**src/rtl/wb_csr_bridge.sv**
```systemverilog
// Wishbone slave to fixed-latency CSR bus bridge; one Wishbone cycle maps to one CSR word access.
// Optional address range checking with wb_err_o: define WB_CSR_BRIDGE_ADDR_CHECK_EN.
module wb_csr_bridge #(
  parameter int CSR_ADDR_W = 14,
  parameter int READ_WAIT  = 2
) (
  input  logic                  sys_clk,
  input  logic                  sys_rst,
  input  logic [31:0]           wb_adr_i,
  input  logic [31:0]           wb_dat_i,
  output logic [31:0]           wb_dat_o,
  input  logic [3:0]            wb_sel_i,
  input  logic                  wb_we_i,
  input  logic                  wb_cyc_i,
  input  logic                  wb_stb_i,
  output logic                  wb_ack_o,
  output logic [CSR_ADDR_W-1:0] csr_a,
  output logic                  csr_we,
  output logic [31:0]           csr_do,
`ifdef WB_CSR_BRIDGE_ADDR_CHECK_EN
  output logic                  wb_err_o,
`endif
  input  logic [31:0]           csr_di
);

  localparam int CNT_W = $clog2(READ_WAIT + 1);

  typedef enum logic [1:0] {IDLE, RWAIT, TURN} state_t;

  state_t                state_q, state_d;
  logic                  ack_q, ack_d;
  logic [31:0]           dat_q, dat_d;
  logic [CSR_ADDR_W-1:0] a_q, a_d;
  logic                  we_q, we_d;
  logic [31:0]           do_q, do_d;
  logic [CNT_W-1:0]      cnt_q, cnt_d;
  logic                  req;
  logic                  oor;
  logic                  unused_adr;

  // Slave-select bits [31:28] and byte-lane bits [1:0] never affect the access.
  assign unused_adr = ^wb_adr_i;

`ifdef WB_CSR_BRIDGE_ADDR_CHECK_EN
  // Bits 27 down to CSR_ADDR_W+2; empty when CSR_ADDR_W is 26.
  localparam logic [31:0] OOR_MASK = ((32'h1 << 28) - 32'h1) &
                                     ~((32'h1 << (CSR_ADDR_W + 2)) - 32'h1);
  logic err_q, err_d;
  assign oor      = |(wb_adr_i & OOR_MASK);
  assign wb_err_o = err_q;
`else
  assign oor = 1'b0;
`endif

  assign req = wb_cyc_i & wb_stb_i & ~ack_q;

  always_comb begin
    state_d = state_q;
    ack_d   = 1'b0;
    we_d    = 1'b0;
    dat_d   = dat_q;
    a_d     = a_q;
    do_d    = do_q;
    cnt_d   = cnt_q;
`ifdef WB_CSR_BRIDGE_ADDR_CHECK_EN
    err_d   = 1'b0;
`endif
    unique case (state_q)
      IDLE: begin
        if (req) begin
          if (oor) begin
`ifdef WB_CSR_BRIDGE_ADDR_CHECK_EN
            err_d = 1'b1;
`endif
            state_d = TURN;
          end else begin
            a_d  = wb_adr_i[CSR_ADDR_W+1:2];
            do_d = wb_dat_i;
            if (wb_we_i) begin
              we_d    = |wb_sel_i;
              ack_d   = 1'b1;
              state_d = TURN;
            end else begin
              cnt_d   = CNT_W'(READ_WAIT);
              state_d = RWAIT;
            end
          end
        end
      end
      RWAIT: begin
        if (!wb_cyc_i) begin
          state_d = IDLE;
        end else if (cnt_q == CNT_W'(1)) begin
          dat_d   = csr_di;
          ack_d   = 1'b1;
          state_d = TURN;
        end else begin
          cnt_d = cnt_q - CNT_W'(1);
        end
      end
      TURN: begin
        state_d = IDLE;
      end
      default: begin
        state_d = IDLE;
      end
    endcase
  end

  always_ff @(posedge sys_clk or posedge sys_rst) begin
    if (sys_rst) begin
      state_q <= IDLE;
      ack_q   <= 1'b0;
      dat_q   <= '0;
      a_q     <= '0;
      we_q    <= 1'b0;
      do_q    <= '0;
      cnt_q   <= '0;
`ifdef WB_CSR_BRIDGE_ADDR_CHECK_EN
      err_q   <= 1'b0;
`endif
    end else begin
      state_q <= state_d;
      ack_q   <= ack_d;
      dat_q   <= dat_d;
      a_q     <= a_d;
      we_q    <= we_d;
      do_q    <= do_d;
      cnt_q   <= cnt_d;
`ifdef WB_CSR_BRIDGE_ADDR_CHECK_EN
      err_q   <= err_d;
`endif
    end
  end

  assign wb_ack_o = ack_q;
  assign wb_dat_o = dat_q;
  assign csr_a    = a_q;
  assign csr_we   = we_q;
  assign csr_do   = do_q;

endmodule

```
**config.mk**
```make
export PLATFORM = sky130hd
export DESIGN_NAME = wb_csr_bridge
export DESIGN_NICKNAME = d
export VERILOG_FILES = /design/src/rtl/wb_csr_bridge.sv
export SDC_FILE = /design/constraint.sdc
export NUM_CORES = 1
export LEC_CHECK = 0
export ABC_CLOCK_PERIOD_IN_PS = 7500
export CORE_UTILIZATION = 41
export CTS_CLUSTER_DIAMETER = 40
export DETAILED_ROUTE_END_ITERATION = 16
export MAX_ROUTING_LAYER = met4
export PLACE_DENSITY_LB_ADDON = 0.15
export SYNTH_ARGS = -nofsm -noshare
export SYNTH_HDL_FRONTEND = slang
export SYNTH_SLANG_ARGS = --single-unit
```
**constraint.sdc**
```tcl
create_clock -name sys_clk -period 7.5 [get_ports sys_clk]
set_input_delay 1.875 -clock sys_clk [delete_from_list [all_inputs] [get_ports sys_clk]]
set_output_delay 1.875 -clock sys_clk [all_outputs]
set_load 0.01 [all_outputs]
```
# == Yosys cells after proc, flatten, opt, wreduce, memory -nomap -nowiden ==
# Index checks and enable logic that the tools add are counted.
# W data, S select, Z words.
# word_totals
reg_bits,84
inputBits,105
output_inout_bits,80
word_cells,43
# op_classes
n_addsub,1
n_eq_ne,7
n_mux,18
bitwise_logic,3
reduce_logical,7
# op_table
op,n
$mux W2,8
$ne A2 B2 Y1 const B,4
$pmux W2 S2,2
$mux W1,7
$reduce_and A5 Y1,1
$eq A2 B1 Y1 const B,2
$reduce_and A2 Y1,2
$reduce_or A4 Y1,1
$ne A3 B3 Y1 const B,1
$reduce_and A3 Y1,1
$and A1 B1 Y1,2
$logic_not A2 Y1,1
$pmux W1 S2,1
$reduce_bool A2 Y1,1
$sub A2 B1 Y2 const B,1
$not A1 Y1,1

# == Depth between registers and ports, before layout ==
# Gate-level depths: netlist of run 1.
# depth
ltp_word,4
ltp_mapped,5
depth_no_buf,5

# == Worst setup path before layout of run 1 ==
# Ideal clock, no wire load.
# synth_path
path_kind,input to register
from,input wb_cyc_i
to,register do_q[0] (netlist: csr_do[0])
setup_time_ns,0.125
t_arrival_ns,2.790
required_time_ns,7.375
setup_slack_ns,4.585
stages,5
n_path_buf,2
cell_sequence,nor2b_4 > and3_4 > buf_6 > buf_8 > mux2_4
# synth_via
elab_chain_len,3
# synth_lines
element,line_no,rtl
start: declaration,14,"input logic wb_cyc_i,"
$and A1 B1 Y1 (2 in a row),55,assign req = wb_cyc_i & wb_stb_i & ~ack_q;
$reduce_and A2 Y1 (no line),--,
end signal: assignment,128,do_q <= do_d;
end: declaration,35,"logic [31:0] do_q, do_d;"
# Every way passes these cells.
# A chain may end at the register's enable or synchronous reset.

# == Worst setup path in the final report of run 1 ==
# layout_path
from,input wb_cyc_i
to,register dat_q[5] (netlist: wb_dat_o[5])
# layout_via
elab_chain_len,1
# layout_lines
element,line_no,rtl
$reduce_and A3 Y1 (no line),--,
end signal: assignment,125,dat_q <= dat_d;
end: declaration,32,"logic [31:0] dat_q, dat_d;"
# Every way passes these cells.

==> out/qor.csv, run 1 <==
metric;value;unit
status;complete, no violations;
clk_latency;0.34;ns
period_needed;3.53;ns
instances_no_fill;465;
setup_viol;0;
syn_area;0.00328;mm^2
ys_ff_latch;84;
ctsHtreeMaxLevel;3;
hp-class;reg2reg;
ys.flop_type;dfrtp_1;
gp_congestion;0.662;
setup-tns-final;0;ns
whs_endpoint;wb_dat_o[17];
synth_common_cells;84 x dfrtp_1, 60 x mux2_2, 18 x mux2_4;
vias;2155;
yosys-top-cells-area;dfrtp_1 64%, mux2_2 21%, mux2_4 8.2%;
drt-total-wl;6840;um
synth-edff-count;0;
core;0.00773;mm^2
synthMostInstantiatedCell;dfrtp_1;
path_buf_inv;1;
grt.overflow.total;0;
die_h;91.5;um
critPathArrivalTime;3.74;ns
cts_tree;built;
place_inst;450;
worstMarginPinSlew;1.04;ns
grt_usage;0.170;
drive_above_1_share;0.270;
diodes;0;
synth_nets;295;
ys_types;22;
avgViaCountPerCell;4.63;
relSlewSlack;0.305;
io_buffers;166;
reg2reg_depth;4;
clock_sinks;84;
crit_family;simple AND/OR/NAND/NOR gates;
max_cap_violations;0;
leakage;2.26;nW
cts_inserted_buffers;9;
endpoint_kind;register;
ioPinCount;185;
yosys_warnings;0;
area_growth;57.7;%
postSynthAreaPerCell;17.4;um^2
rows;32;
r2r-end;wb_dat_o[5];
r2r-start;cnt_q[1];
post-route-period-util;0.470;
grt_max_degree;85;
grt_pass1_vias;2173;
finalNetCount;465;
multiInputGateArea;0.00107;mm^2
post_cts_resized;0;
async_reset_ff_frac;1.00;
seq_area;0.00210;mm^2
die-area;0.00837;mm^2
min_from;wb_dat_o[17];
cts_setup_buffers;0;
drtIter0Drc;46;
critical_path_class;in2reg;
first_pass_iters;4;
ant_nets;0;
slew_violations;0;
netlist.area_leader.share;0.640;
num-fill-cells;564;
critical_path.slowest_cell;nand3_2;
cp.required;7.71;ns
reg2reg_setup_slack;5.58;ns
place_hpwl;4800;um
die_width;91.5;um
drc;0;
root_buffer;clkbuf_8;
hold_path_depth;1;
crit_chain;clkdlybuf4s50_1 > nor2b_4 > nand3_2 > mux2_2;
yosys.area.top_type;dfrtp_1;
synthCells;189;
p_per_area;315;mW/mm^2
antenna_found_initial;0;
final-hold-violation-count;0;
fin_skew;0.0117;ns
clk_path_buf_depth;2;
hold_buffers;0;
max-vdd-ir-drop;0.186;mV
start_util;0.425;
slowest_delay;0.65;ns
ys_seq_area_frac;0.640;
clk_pin_slew_worst_paths;0.08;ns
wl_per_cell;14.7;um
grt_first_pass_wirelength;10600;um
critPathMaxFanout;34;
rsz0062_at_grt;false;
cp-start-kind;primary input;
max_freq;0.284;GHz
-- kinds of logic (layout without fill, tap and decap cells) --
kind of cell	Yosys count	after routing	synth area share
muxes	79	79	0.291
AOI/OAI and AO/OA	5	5	0.00877
and+or+nand+nor	8	8	0.0206
xor gates and xnor gates	1	1	0.00267
buffers and inverters	11	185	0.0324
adders and majority gates	1	1	0.00381
DFF	84	84	0.640
-- worst max-delay path by stage --
stage,from,endpoint,cells after the start
final,wb_cyc_i,wb_dat_o[5],4
after CTS,wb_cyc_i,wb_dat_o[5],4
after floorplan,sys_rst,cnt_q[0],1
after global placement,wb_cyc_i,wb_dat_o[17],4
after detailed placement,wb_cyc_i,wb_dat_o[5],4
after global routing,wb_cyc_i,wb_dat_o[29],4
-- layout make-up --
class                   instances  area share
clock buffers                  11      0.0273
clock inverters                 4     0.00967
well taps                     102      0.0247
inverters                       3     0.00242
repair buffers                167       0.322
multi-input cells              94       0.207
flip-flops and latches         84       0.406
-- layout by cell type, fill, tap and decap left out, drive strengths merged --
cell / instances
clkinvlp: 2
and3: 1
xnor2: 1
mux2i: 1
dfrtp: 84
clkinv: 2
ha: 1
a21o: 1
clkbuf: 11
o21ai: 3
nor3: 1
a31oi: 1
nor2b: 1
bufinv: 1
nand3: 2
nor4: 1
clkdlybuf4s50: 166
buf: 1
mux2: 78
and4bb: 1
nor2: 1
inv: 2
-- report_power, final --
part	internal (mW)	total, mW	switching (mW)
Sequential	0.609	0.685	0.0761
Combinational	0.427	0.637	0.210
Clock	0.161	0.310	0.149
-- stage by stage --
| step | area [um^2] | total power, mW | setup WS [ns] | hold slack (ns) | utilization |
|---|---|---|---|---|---|
| 3_3_place_gp | 4980 | 1.32 | 3.61 | 0.485 | 0.645 |
| 5_1_grt | 5180 | 1.72 | 3.83 | 0.523 | 0.670 |
| 2_1_floorplan | 3280 | 0.956 | 3.46 | 0.467 | - |
| 3_5_place_dp | 4980 | 1.34 | 3.58 | 0.491 | 0.645 |
| 6_report | 5180 | 1.63 | 3.97 | 0.507 | 0.670 |
| 4_1_cts | 5180 | 1.66 | 3.94 | 0.511 | 0.670 |
-- state kept, by name, indices dropped and copies added, names as in the netlist --
name	cells
wb_dat_o	32
csr_we	1
state_q	2
csr_do	32
wb_ack_o	1
csr_a	14
cnt_q	2
-- routing by layer --
metal	GRT usage	wire [um]
met1	0.212	3010
met2	0.264	3270
met3	0.0427	470
met4	0.0701	95
met5	-	0
Power figures use the tool's default switching activity.
==> run 2: changes to the inputs <==
Settings changed: ABC_CLOCK_PERIOD_IN_PS 7500 to 3290, CORE_UTILIZATION 41 to 38.
Clock period 7.5 ns to 3.29 ns, I/O delays scaled along.
==> out/qor.csv, run 2 (synthesized netlist as in run 1, its figures left out) <==
metric;value;unit;change
slew_violations;0;;unchanged
final_common_cell;clkdlybuf4s50_1;;
grt.overflow.total;0;;unchanged
root_buffer;clkbuf_8;;
clk_latency;0.34;ns;about the same
post_cts_resized;0;;unchanged
drt-total-wl;7150;um;+4.6%
p_per_area;729;mW/mm^2;+130%
finalNetCount;468;;+0.65%
cp.required;3.51;ns;-4.20 ns
start_util;0.395;;-0.0293
worstMarginPinSlew;0.745;ns;-0.297 ns
avgViaCountPerCell;4.60;;-0.75%
clk_path_buf_depth;2;;unchanged
area_growth;60.1;%;
hp-class;reg2reg;;
ctsHtreeMaxLevel;3;;unchanged
critical_path_class;in2reg;;
drtIter0Drc;42;;-8.7%
die_width;94.9;um;+3.8%
diodes;0;;unchanged
swShare;0.264;;-0.00295
critPathArrivalTime;2.50;ns;-1.24 ns
grt_pass1_vias;2285;;+5.2%
io_buffers;166;;unchanged
final_cell_mix;166 x clkdlybuf4s50_1, 84 x dfrtp_1, 60 x mux2_2;;
cp-start-kind;primary input;;
leakage;2.30;nW;+1.7%
cts_setup_buffers;0;;unchanged
share_seq_of_total_power;0.409;;-0.011
clk_pin_slew_worst_paths;0.08;ns;about the same
drive_above_1_share;0.275;;+0.00523
clock_sinks;84;;unchanged
max_cap_violations;0;;unchanged
relSlewSlack;0.503;;+0.198
core;0.00830;mm^2;+7.4%
max_freq;0.438;GHz;
grt_usage;0.169;;-0.000562
rows;33;;+3.1%
die-area;0.00901;mm^2;+7.7%
comb_power_share;0.384;;-0.006
design_area;0.00525;mm^2;+1.5%
vias;2171;;+0.74%
status;complete, no violations;;
setup_viol;0;;unchanged
p_clk_frac;0.207;;+0.017
antenna_found_initial;0;;unchanged
cts_tree;built;;
post-route-period-util;0.694;;
place_hpwl;5270;um;+9.6%
first_pass_iters;4;;unchanged
final-hold-violation-count;0;;unchanged
drc;0;;unchanged
p_switching;1.01;mW;+130%
die_h;94.9;um;+3.8%
wl_per_cell;15.1;um;+3.0%
cts_inserted_buffers;9;;unchanged
grt_first_pass_wirelength;11100;um;+4.5%
endpoint_kind;register;;
hold_slack;0.506;ns;-0.000436 ns
hold_buffers;0;;unchanged
placed_cell_area;0.00504;mm^2;+1.0%
period_needed;2.28;ns;
gp_congestion;0.763;;+15%
ant_nets;0;;unchanged
rsz0062_at_grt;false;;
ioPinCount;185;;unchanged
fin_skew;0.00953;ns;-0.00213 ns
grt_max_degree;44;;-48%
max-vdd-ir-drop;0.347;mV;+86%
intPower;2.82;mW;+140%
critPathMaxFanout;20;;-41%
setup-tns-final;0;ns;unchanged
## run 2: cell types whose count changed in the layout (fill, tap and decap cells not counted)
cell,delta
buf_4,+1
buf_12,+2
clkinvlp_4,-1
bufinv_16,+1
clkbuf_1,+1
## run 2: per-layer routing
metal / vias to the layer above / share of wire / track usage / wire, um
li1: 1008 / - / - / -
met1: 1068 / 0.42 / 0.202 / 2970
met2: 88 / 0.51 / 0.278 / 3630
met3: 7 / 0.065 / 0.0354 / 462
met4: 0 / 0.012 / 0.0694 / 84
met5: - / 0 / - / 0
## run 2: final cells by class
cell class | instances | area [um^2]
Clock buffer | 12 | 145
Clock inverter | 4 | 72.6
Fill cell | 668 | 3050
Inverter | 3 | 12.5
Multi-Input combinational cell | 94 | 1070
Sequential cell | 84 | 2100
Tap cell | 105 | 131
Timing Repair Buffer | 170 | 1720
## run 2: path summary, 6_finish.rpt
path	startpoint	endpoint	slack [ns]	depth (start not counted)
max in group asynchronous	sys_rst	csr_do[5]	1.70	3
min in group asynchronous	sys_rst	wb_dat_o[11]	0.91	2
max reg2reg	cnt_q[0]	wb_dat_o[2]	1.52	4
min	csr_do[19]	csr_do[19]	0.51	1
max	wb_cyc_i	wb_dat_o[2]	1.01	5
min reg2reg	csr_do[19]	csr_do[19]	0.51	1
## run 2: worst max-delay path, stage by stage
cell and delay (ns):
clkdlybuf4s50_1 0.49, nor2b_4 0.19, nand3_2 0.33, buf_4 0.36, mux2_2 0.30
## run 2: stage by stage
step,setup WS [ns],instances,util,total power [mW]
after floorplan,0.302,189,-,2.18
after global placement,0.709,456,0.607,3.03
after detailed placement,0.658,456,0.607,3.07
after CTS,1.02,472,0.633,3.88
after global routing,0.921,472,0.633,4.04
final,1.01,472,0.633,3.83
## run 2: power groups by stage
stage / logic [mW] / registers (mW) / clock network (mW)
floorplan: 0.434 / 1.74 / 0
global placement: 1.47 / 1.57 / 0
detailed placement: 1.49 / 1.59 / 0
CTS: 1.50 / 1.57 / 0.818
global route: 1.57 / 1.61 / 0.859
finish: 1.47 / 1.56 / 0.792
